File: src/rtl/seg7_number_decoder.sv
// seg7_number_decoder
// Converts a bank of DIGITS seven-segment codes into a binary number,
// most-significant digit first, one digit per clock (acc = acc*10 + d).
// Optional feature macro: SEG_BLANK_AS_ZERO_EN
//   defined   -> blank code (active-low 7'h7F) decodes to 0 with no error
//   undefined -> blank code is illegal and flags its err_digit bit
module seg7_number_decoder #(
  parameter int DIGITS         = 4,
  parameter int OUT_W          = 32,
  parameter bit SEG_ACTIVE_LOW = 1'b1
) (
  input  logic                  clk,
  input  logic                  rst_n,
  input  logic                  start,
  input  logic [7*DIGITS-1:0]   seg_in,
  output logic                  busy,
  output logic                  done,
  output logic [OUT_W-1:0]      number,
  output logic                  valid,
  output logic [DIGITS-1:0]     err_digit,
  output logic                  overflow
);

  localparam int IDX_W = (DIGITS > 1) ? $clog2(DIGITS) : 1;
  localparam logic [IDX_W-1:0] IDX_LAST = IDX_W'(DIGITS - 1);
  localparam logic [IDX_W-1:0] IDX_ZERO = IDX_W'(0);
  localparam logic [IDX_W-1:0] IDX_ONE  = IDX_W'(1);

  typedef enum logic [0:0] {
    ST_IDLE = 1'b0,
    ST_ACC  = 1'b1
  } state_e;

  // Decode one active-low segment code: returns {illegal, value[3:0]}.
  function automatic logic [4:0] seg_decode(input logic [6:0] code);
    logic [4:0] res;
    case (code)
      7'b1000000: res = {1'b0, 4'd0};
      7'b1111001: res = {1'b0, 4'd1};
      7'b0100100: res = {1'b0, 4'd2};
      7'b0110000: res = {1'b0, 4'd3};
      7'b0011001: res = {1'b0, 4'd4};
      7'b0010010: res = {1'b0, 4'd5};
      7'b0000010: res = {1'b0, 4'd6};
      7'b1111000: res = {1'b0, 4'd7};
      7'b0000000: res = {1'b0, 4'd8};
      7'b0011000: res = {1'b0, 4'd9};
`ifdef SEG_BLANK_AS_ZERO_EN
      7'b1111111: res = {1'b0, 4'd0};
`else
      7'b1111111: res = {1'b1, 4'd0};
`endif
      default:    res = {1'b1, 4'd0};
    endcase
    return res;
  endfunction

  state_e                state_q, state_d;
  logic [7*DIGITS-1:0]   snap_q, snap_d;
  logic [OUT_W-1:0]      acc_q, acc_d;
  logic [DIGITS-1:0]     err_acc_q, err_acc_d;
  logic                  ovf_acc_q, ovf_acc_d;
  logic [IDX_W-1:0]      idx_q, idx_d;
  logic                  busy_q, busy_d;
  logic                  done_q, done_d;
  logic [OUT_W-1:0]      number_q, number_d;
  logic                  valid_q, valid_d;
  logic [DIGITS-1:0]     err_digit_q, err_digit_d;
  logic                  overflow_q, overflow_d;

  logic [6:0]            digit_arr_s [DIGITS];
  logic [6:0]            code_raw_s;
  logic [6:0]            code_norm_s;
  logic [4:0]            dec_s;
  logic [OUT_W+3:0]      acc_ext_s;
  logic [OUT_W+3:0]      prod_s;
  logic                  step_ovf_s;

  for (genvar g = 0; g < DIGITS; g++) begin : g_digits
    assign digit_arr_s[g] = snap_q[7*g +: 7];
  end

  // Current digit: select from the snapshot, normalise polarity, decode, scale-and-add.
  always_comb begin
    code_raw_s  = digit_arr_s[idx_q];
    code_norm_s = SEG_ACTIVE_LOW ? code_raw_s : (code_raw_s ^ 7'h7F);
    dec_s       = seg_decode(code_norm_s);
    acc_ext_s   = {4'b0000, acc_q};
    prod_s      = (acc_ext_s << 3) + (acc_ext_s << 1) + {{OUT_W{1'b0}}, dec_s[3:0]};
    step_ovf_s  = |prod_s[OUT_W+3:OUT_W];
  end

  // FSM state register.
  always_ff @(posedge clk or negedge rst_n) begin
    if (!rst_n) begin
      state_q <= ST_IDLE;
    end else begin
      state_q <= state_d;
    end
  end

  // FSM next-state logic.
  always_comb begin
    state_d = state_q;
    case (state_q)
      ST_IDLE: begin
        if (start) begin
          state_d = ST_ACC;
        end else begin
          state_d = ST_IDLE;
        end
      end
      ST_ACC: begin
        if (idx_q == IDX_ZERO) begin
          state_d = ST_IDLE;
        end else begin
          state_d = ST_ACC;
        end
      end
      default: state_d = ST_IDLE;
    endcase
  end

  // FSM output and datapath next values.
  always_comb begin
    snap_d      = snap_q;
    acc_d       = acc_q;
    err_acc_d   = err_acc_q;
    ovf_acc_d   = ovf_acc_q;
    idx_d       = idx_q;
    busy_d      = busy_q;
    done_d      = 1'b0;
    number_d    = number_q;
    valid_d     = valid_q;
    err_digit_d = err_digit_q;
    overflow_d  = overflow_q;
    case (state_q)
      ST_IDLE: begin
        if (start) begin
          snap_d    = seg_in;
          acc_d     = {OUT_W{1'b0}};
          err_acc_d = {DIGITS{1'b0}};
          ovf_acc_d = 1'b0;
          idx_d     = IDX_LAST;
          busy_d    = 1'b1;
        end else begin
          busy_d    = 1'b0;
        end
      end
      ST_ACC: begin
        acc_d            = prod_s[OUT_W-1:0];
        err_acc_d[idx_q] = dec_s[4];
        ovf_acc_d        = ovf_acc_q | step_ovf_s;
        if (idx_q == IDX_ZERO) begin
          busy_d      = 1'b0;
          done_d      = 1'b1;
          number_d    = prod_s[OUT_W-1:0];
          err_digit_d = err_acc_d;
          overflow_d  = ovf_acc_d;
          valid_d     = ~(|err_acc_d) & ~ovf_acc_d;
        end else begin
          idx_d       = idx_q - IDX_ONE;
          busy_d      = 1'b1;
        end
      end
      default: begin
        busy_d = 1'b0;
      end
    endcase
  end

  // Datapath and result registers.
  always_ff @(posedge clk or negedge rst_n) begin
    if (!rst_n) begin
      snap_q      <= {(7*DIGITS){1'b0}};
      acc_q       <= {OUT_W{1'b0}};
      err_acc_q   <= {DIGITS{1'b0}};
      ovf_acc_q   <= 1'b0;
      idx_q       <= IDX_ZERO;
      busy_q      <= 1'b0;
      done_q      <= 1'b0;
      number_q    <= {OUT_W{1'b0}};
      valid_q     <= 1'b0;
      err_digit_q <= {DIGITS{1'b0}};
      overflow_q  <= 1'b0;
    end else begin
      snap_q      <= snap_d;
      acc_q       <= acc_d;
      err_acc_q   <= err_acc_d;
      ovf_acc_q   <= ovf_acc_d;
      idx_q       <= idx_d;
      busy_q      <= busy_d;
      done_q      <= done_d;
      number_q    <= number_d;
      valid_q     <= valid_d;
      err_digit_q <= err_digit_d;
      overflow_q  <= overflow_d;
    end
  end

  assign busy      = busy_q;
  assign done      = done_q;
  assign number    = number_q;
  assign valid     = valid_q;
  assign err_digit = err_digit_q;
  assign overflow  = overflow_q;

endmodule
File: config.mk
export PLATFORM = sky130hd
export DESIGN_NAME = seg7_number_decoder
export DESIGN_NICKNAME = d
export VERILOG_FILES = /design/src/rtl/seg7_number_decoder.sv
export SDC_FILE = /design/constraint.sdc
export NUM_CORES = 1
export LEC_CHECK = 0
export BUFFER_PORTS_ARGS = -buffer_cell sky130_fd_sc_hd__buf_2
export CAP_MARGIN = 20
export CELL_PAD_IN_SITES_DETAIL_PLACEMENT = 2
export CELL_PAD_IN_SITES_GLOBAL_PLACEMENT = 2
export CORE_AREA = 2 2 128 130
export CTS_BUF_LIST = sky130_fd_sc_hd__clkbuf_8 sky130_fd_sc_hd__clkbuf_16
export DETAILED_ROUTE_END_ITERATION = 10
export DIE_AREA = 0 0 130 132
export PLACE_DENSITY = 0.95
export SETUP_SLACK_MARGIN = 0.1
export SYNTH_ARGS = -nofsm -noshare
export SYNTH_HDL_FRONTEND = slang
export SYNTH_SLANG_ARGS = --single-unit
File: constraint.sdc
create_clock -name clk -period 14.3 [get_ports clk]
set_input_delay 3.575 -clock clk [delete_from_list [all_inputs] [get_ports clk]]
set_output_delay 3.575 -clock clk [all_outputs]
set_load 0.02 [all_outputs]
Yosys cells after proc, flatten, opt, wreduce, memory -nomap -nowiden

Index checks and enable logic that the tools add are counted.
Widths: inputs -> output; s select.

$lt $le $gt $ge: 3
Multiply operators: 0
Bitwise operators: 6
Add/sub/neg operators: 3
Reduce and logical (&&, ||, !) cells: 8
Equal/unequal tests: 11
Divide/modulo/power cells: 0
Shift-type cells: 0
Muxes and demuxes: 21

Operator list:

| kind               | count |
|---|---|
| $pmux 32 s2        | 1 |
| $pmux 5 s10        | 1 |
| $add 35x33->36     | 1 |
| $add 36x4->36      | 1 |
| $mux 32            | 1 |
| $eq 7x5->1 const B | 3 |
| $eq 7x7->1 const B | 3 |
| $bmux 7 s2         | 1 |
| $eq 7x6->1 const B | 2 |
| $mux 7             | 2 |
| $pmux 4 s2         | 1 |
| $reduce_or 4->1    | 2 |
| $eq 7x2->1 const B | 1 |
| $logic_not 7->1    | 1 |
| $mux 1             | 6 |
| $reduce_and 2->1   | 3 |
| $bwmux 4           | 1 |
| $mux 2             | 2 |
| $mux 4             | 1 |
| $ne 2x2->1 const B | 2 |
| $pmux 1 s2         | 2 |
| $pmux 2 s2         | 1 |
| $ge 3x3->1 const B | 1 |
| $lt 2x3->1 const B | 1 |
| 9 further kinds    | 11 |

Memories: 0
Logic and storage cells: 63
Output and inout bits: 40
Bits of input ports: 31
ROM bits: 0
Bits in writable memories: 0
Bits in latches: 0
Bits in registers: 107

Longest topological paths before layout

Depth in word-level cells: 11
Gate-level depth with buffers: 21
Depth with buffers taken out: 20

Worst setup path after synthesis

No wires, ideal clock.

Path kind: input port to flip-flop
Start point: input start
End point: register snap_q[10]
Stages on the path: 5
Setup time: 0.125 ns
Data required time: 14.175 ns
Buffers on the path: 2
Arrival: 5.029 ns
Path slack: 9.147 ns
Cell sequence: clkbuf_1 inv_1 nor2_1 clkbuf_1 mux2_2

Longest elaborated chain between the ends: 1

RTL lines:

| item                              | line | text |
|---|---|---|
| from (decl)                       | 14   | `input logic start,` |
| $reduce_and 2->1 (no source line) | n/a  |  |
| to (signal assigned)              | 175  | `snap_q <= {(7*DIGITS){1'b0}};` |
| to (signal assigned)              | 187  | `snap_q <= snap_d;` |
| to (decl)                         | 59   | `logic [7*DIGITS-1:0] snap_q, snap_d;` |

Every way passes these cells.
A chain may end at the register's enable or synchronous reset.

Worst setup path after layout

Start point: register idx_q[0]
End point: register overflow_q (netlist: overflow)

Longest elaborated chain between the ends: 9
Elaborated cells on any way between the ends: 20
Those cells by class: 1 x add/sub; 9 x eq/ne; 4 x mux; 2 x bitwise; 4 x reduce/logical

RTL lines:

| item                                      | line | text |
|---|---|---|
| from (decl)                               | 63   | `logic [IDX_W-1:0] idx_q, idx_d;` |
| from (signal assigned)                    | 191  | `idx_q <= idx_d;` |
| $not 2->3 (implied by the code)           | 85   | `code_raw_s = digit_arr_s[idx_q];` |
| $bmux 7 s2                                | 85   |  |
| $mux 7 (implied by the code) (2 in a row) | 85   |  |
| $eq 7x5->1 (tied with other cells)        | 37   | `case (code)` |
| $pmux 5 s10                               | 37   |  |
| $add 36x4->36                             | 89   | `prod_s = (acc_ext_s << 3) + (acc_ext_s << 1) + {{OUT_W{1'b0}}, dec_s[3:0]};` |
| $reduce_or 4->1                           | 90   | `step_ovf_s = \|prod_s[OUT_W+3:OUT_W];` |
| $or 1x1->1                                | 153  | `ovf_acc_d = ovf_acc_q \| step_ovf_s;` |
| to (signal assigned)                      | 197  | `overflow_q <= overflow_d;` |
| to (decl)                                 | 69   | `logic overflow_q, overflow_d;` |

Several ways; a longest one is shown, not always the timed one. The select of a mux whose other input is x is not followed.

==> impl_metrics.tcl <==
set metrics [dict create \
    cts-root-buf "clkbuf_16" \
    max_clock_freq_ghz 0.185 \
    drc 0 \
    wl_um 19200 \
    place_ws_ns 8.89 \
    slew_headroom 0.428 \
    use_met3 0.0560 \
    synth_xor_area_frac 0.0364 \
    synthToLayoutAreaGrowth_pct 14.2 \
    grt_max_degree 68 \
    busiest_layer "met2" \
    synth_compound_area_frac 0.172 \
    setup_violations 0 \
    die_area_mm2 0.0172 \
    antenna_left 0 \
    vias 5069 \
    synth_edf_count 0 \
    multi_input_area_mm2 0.00368 \
    grt_pass1_vias 5915 \
    gp_congestion 0.865 \
    ys_types 58 \
    register_area_mm2 0.00265 \
    start_util 0.413 \
    synth_ff_type "dfrtp_1" \
    use_met2 0.444 \
    place.port_buffers 70 \
    num-nets-final 764 \
    insertion_delay_ns 0.37 \
    avgSynthCellArea_um2 10.8 \
    worst_pin_slew_ns 0.858 \
    wire_per_inst_um 21.7 \
    clkSinkCount 106 \
    worstPathArrival_ns 5.62 \
    drive_gt1_frac 0.259 \
    cts_made_buffers 9 \
    ctsResizeCount 0 \
    crit_fanout 12 \
    die_width_um 130 \
    yosysSeqAreaShare 0.409 \
    start_kind "flip-flop" \
    period_minus_slack_ns 5.39 \
    rsz0062_at_grt "false" \
    gr-total-overflow 0 \
    syn-num-nets 702 \
    endpoint_kind "flip-flop" \
    clockBufferDepth 2 \
    antenna_cells 0 \
    dr.pass1.iters 4 \
    ys_warn_count 0 \
    grt_use_total 0.240 \
    fin_crit_sh 0.377 \
    synth_top_family_by_area "compound AO/OA/AOI/OAI gates" \
    hp-class "reg -> reg" \
    cap_violations 0 \
    pin_count 71 \
    outcome "completed" \
    num_rows 46 \
    core_area_mm2 0.0157 \
    setup_ws_ns 8.91 \
    tns_ns 0 \
    synth-simple-area-share 0.0964 \
    drv_slew 0 \
    antenna_found_initial 0 \
    hpwl_um 14500 \
    cts_tree "yes" \
    cp.required_ns 14.53 \
    synth.area.mux_share 0.126 \
    hold_violations 0 \
    crit_type "reg -> reg" \
    synth_seq_cells 106 \
    die_h_um 132 \
    synthAdderAreaFrac 0.135 \
    syn_area_mm2 0.00649 \
    grt_pass1_wl_um 32000 \
    drt_iter0_markers 226 \
    htreeDepth 3 \
    routed_via_density 5.73 \
    syn_inst 602 \
    postCtsHoldBufs 0 \
    synthArstFlopShare 1.00 \
    grt_use_met1 0.269 \
    postCtsSetupBuffers 0 \
    finClkSkew_ns 0.0144 \
    fillCellCount 1628 \
    path_clk_slew_ns 0.08 \
]
## synth_stat cells, types with 3 or more instances
cell type,count,area [µm²]
o21a_1,5,37.5
clkbuf_1,17,63.8
o21ai_1,8,40.0
nor2_1,30,113
a21o_1,11,82.6
o211ai_1,3,22.5
mux2_2,56,631
inv_1,19,71.3
nand3_1,8,40.0
xor2_1,7,61.3
or2_2,4,25.0
xnor2_1,20,175
a31oi_1,9,56.3
nor2b_1,6,37.5
mux2i_1,3,30.0
nor3_1,5,25.0
buf_1,3,11.3
ha_1,67,838
a22o_1,26,228
mux4_2,7,158
nand2_1,56,210
o31ai_1,6,45.0
nand4_1,8,50.1
a21oi_1,31,155
a211oi_1,7,52.6
nand2b_1,4,25.0
o21bai_1,5,37.5
dfrtp_1,106,2650
o21ai_0,29,145
## critical path, cell delays in order, from the launching register on
cell and delay, ns:
dfrtp_1 0.73, mux4_2 0.66, nor2b_2 0.27, mux2i_1 0.12, nor2_1 0.15, a21oi_1 0.05, or3_1 0.34, inv_1 0.08
ha_1 0.15, ha_1 0.20, inv_1 0.08, fa_1 0.42, and2b_2 0.28, o211ai_4 0.09, a31oi_4 0.25, a21oi_2 0.13
o21ai_4 0.22, a21oi_2 0.08, or3_4 0.40, a2111oi_4 0.42, o21ai_1 0.10
## layer usage
layer  up-vias  wire length (µm)
met2       107             10600
met4         0               550
li1       2331                 -
met5         -                 0
met3        43               663
met1      2588              7420
## area by class of cell
type | instances | share of cell area
clock buffers | 9 | 0.0304
flip-flops and latches | 106 | 0.358
clock inverters | 7 | 0.0147
inverters | 20 | 0.0101
repair buffers | 74 | 0.0543
well taps | 216 | 0.0365
multi-input cells | 453 | 0.496
## cells in the final DEF (no fill, tap or decap), drive strengths merged, types with 9 or more instances in the layout
cell,Yosys,layout
mux2,56,56
ha,67,67
a21oi,33,33
a22o,26,26
clkbuf,18,9
a21o,11,11
inv,20,23
buf,5,74
xnor2,20,20
o21ai,38,38
a31oi,10,10
nor2,31,31
dfrtp,106,106
nand2,56,56
## stage by stage
step | instances | hold WS [ns] | utilization | area [µm²]
after CTS | 885 | 0.503 | 0.472 | 7410
after floorplan | 602 | 0.475 | - | 6490
after global placement | 868 | 0.472 | 0.449 | 7050
final | 885 | 0.504 | 0.472 | 7410
after global routing | 885 | 0.517 | 0.472 | 7410
after detailed placement | 869 | 0.483 | 0.451 | 7080
## worst paths after layout
kind,endpoint,startpoint,slack [ns],cells after the start
max,overflow,idx_q[0],8.91,20
min,number[9],number[9],0.50,2
max reg2reg,overflow,idx_q[0],8.91,20
min reg2reg,number[9],number[9],0.50,2
max in group asynchronous,snap_q[8],rst_n,9.86,2
min in group asynchronous,number[12],rst_n,3.19,1
## kinds of logic (layout without fill, tap and decap cells)
logic type | after synthesis | count (layout)
muxes | 66 | 66
and+or+nand+nor | 134 | 134
AOI/OAI and AO/OA | 157 | 157
buffers and inverters | 43 | 110
DFF | 106 | 106
xor gates and xnor gates | 27 | 27
adders and majority gates | 69 | 69
## sequential cells by signal (all words and copies together) (netlist names)
register,flops
done,1
acc_q,32
err_digit,4
err_acc_q,3
overflow,1
ovf_acc_q,1
valid,1
snap_q,28
busy,1
idx_q,2
number,32
Power is left out: the tool's default activity adds up to more than one toggle a clock period on the data nets, which glitch-free logic cannot reach.
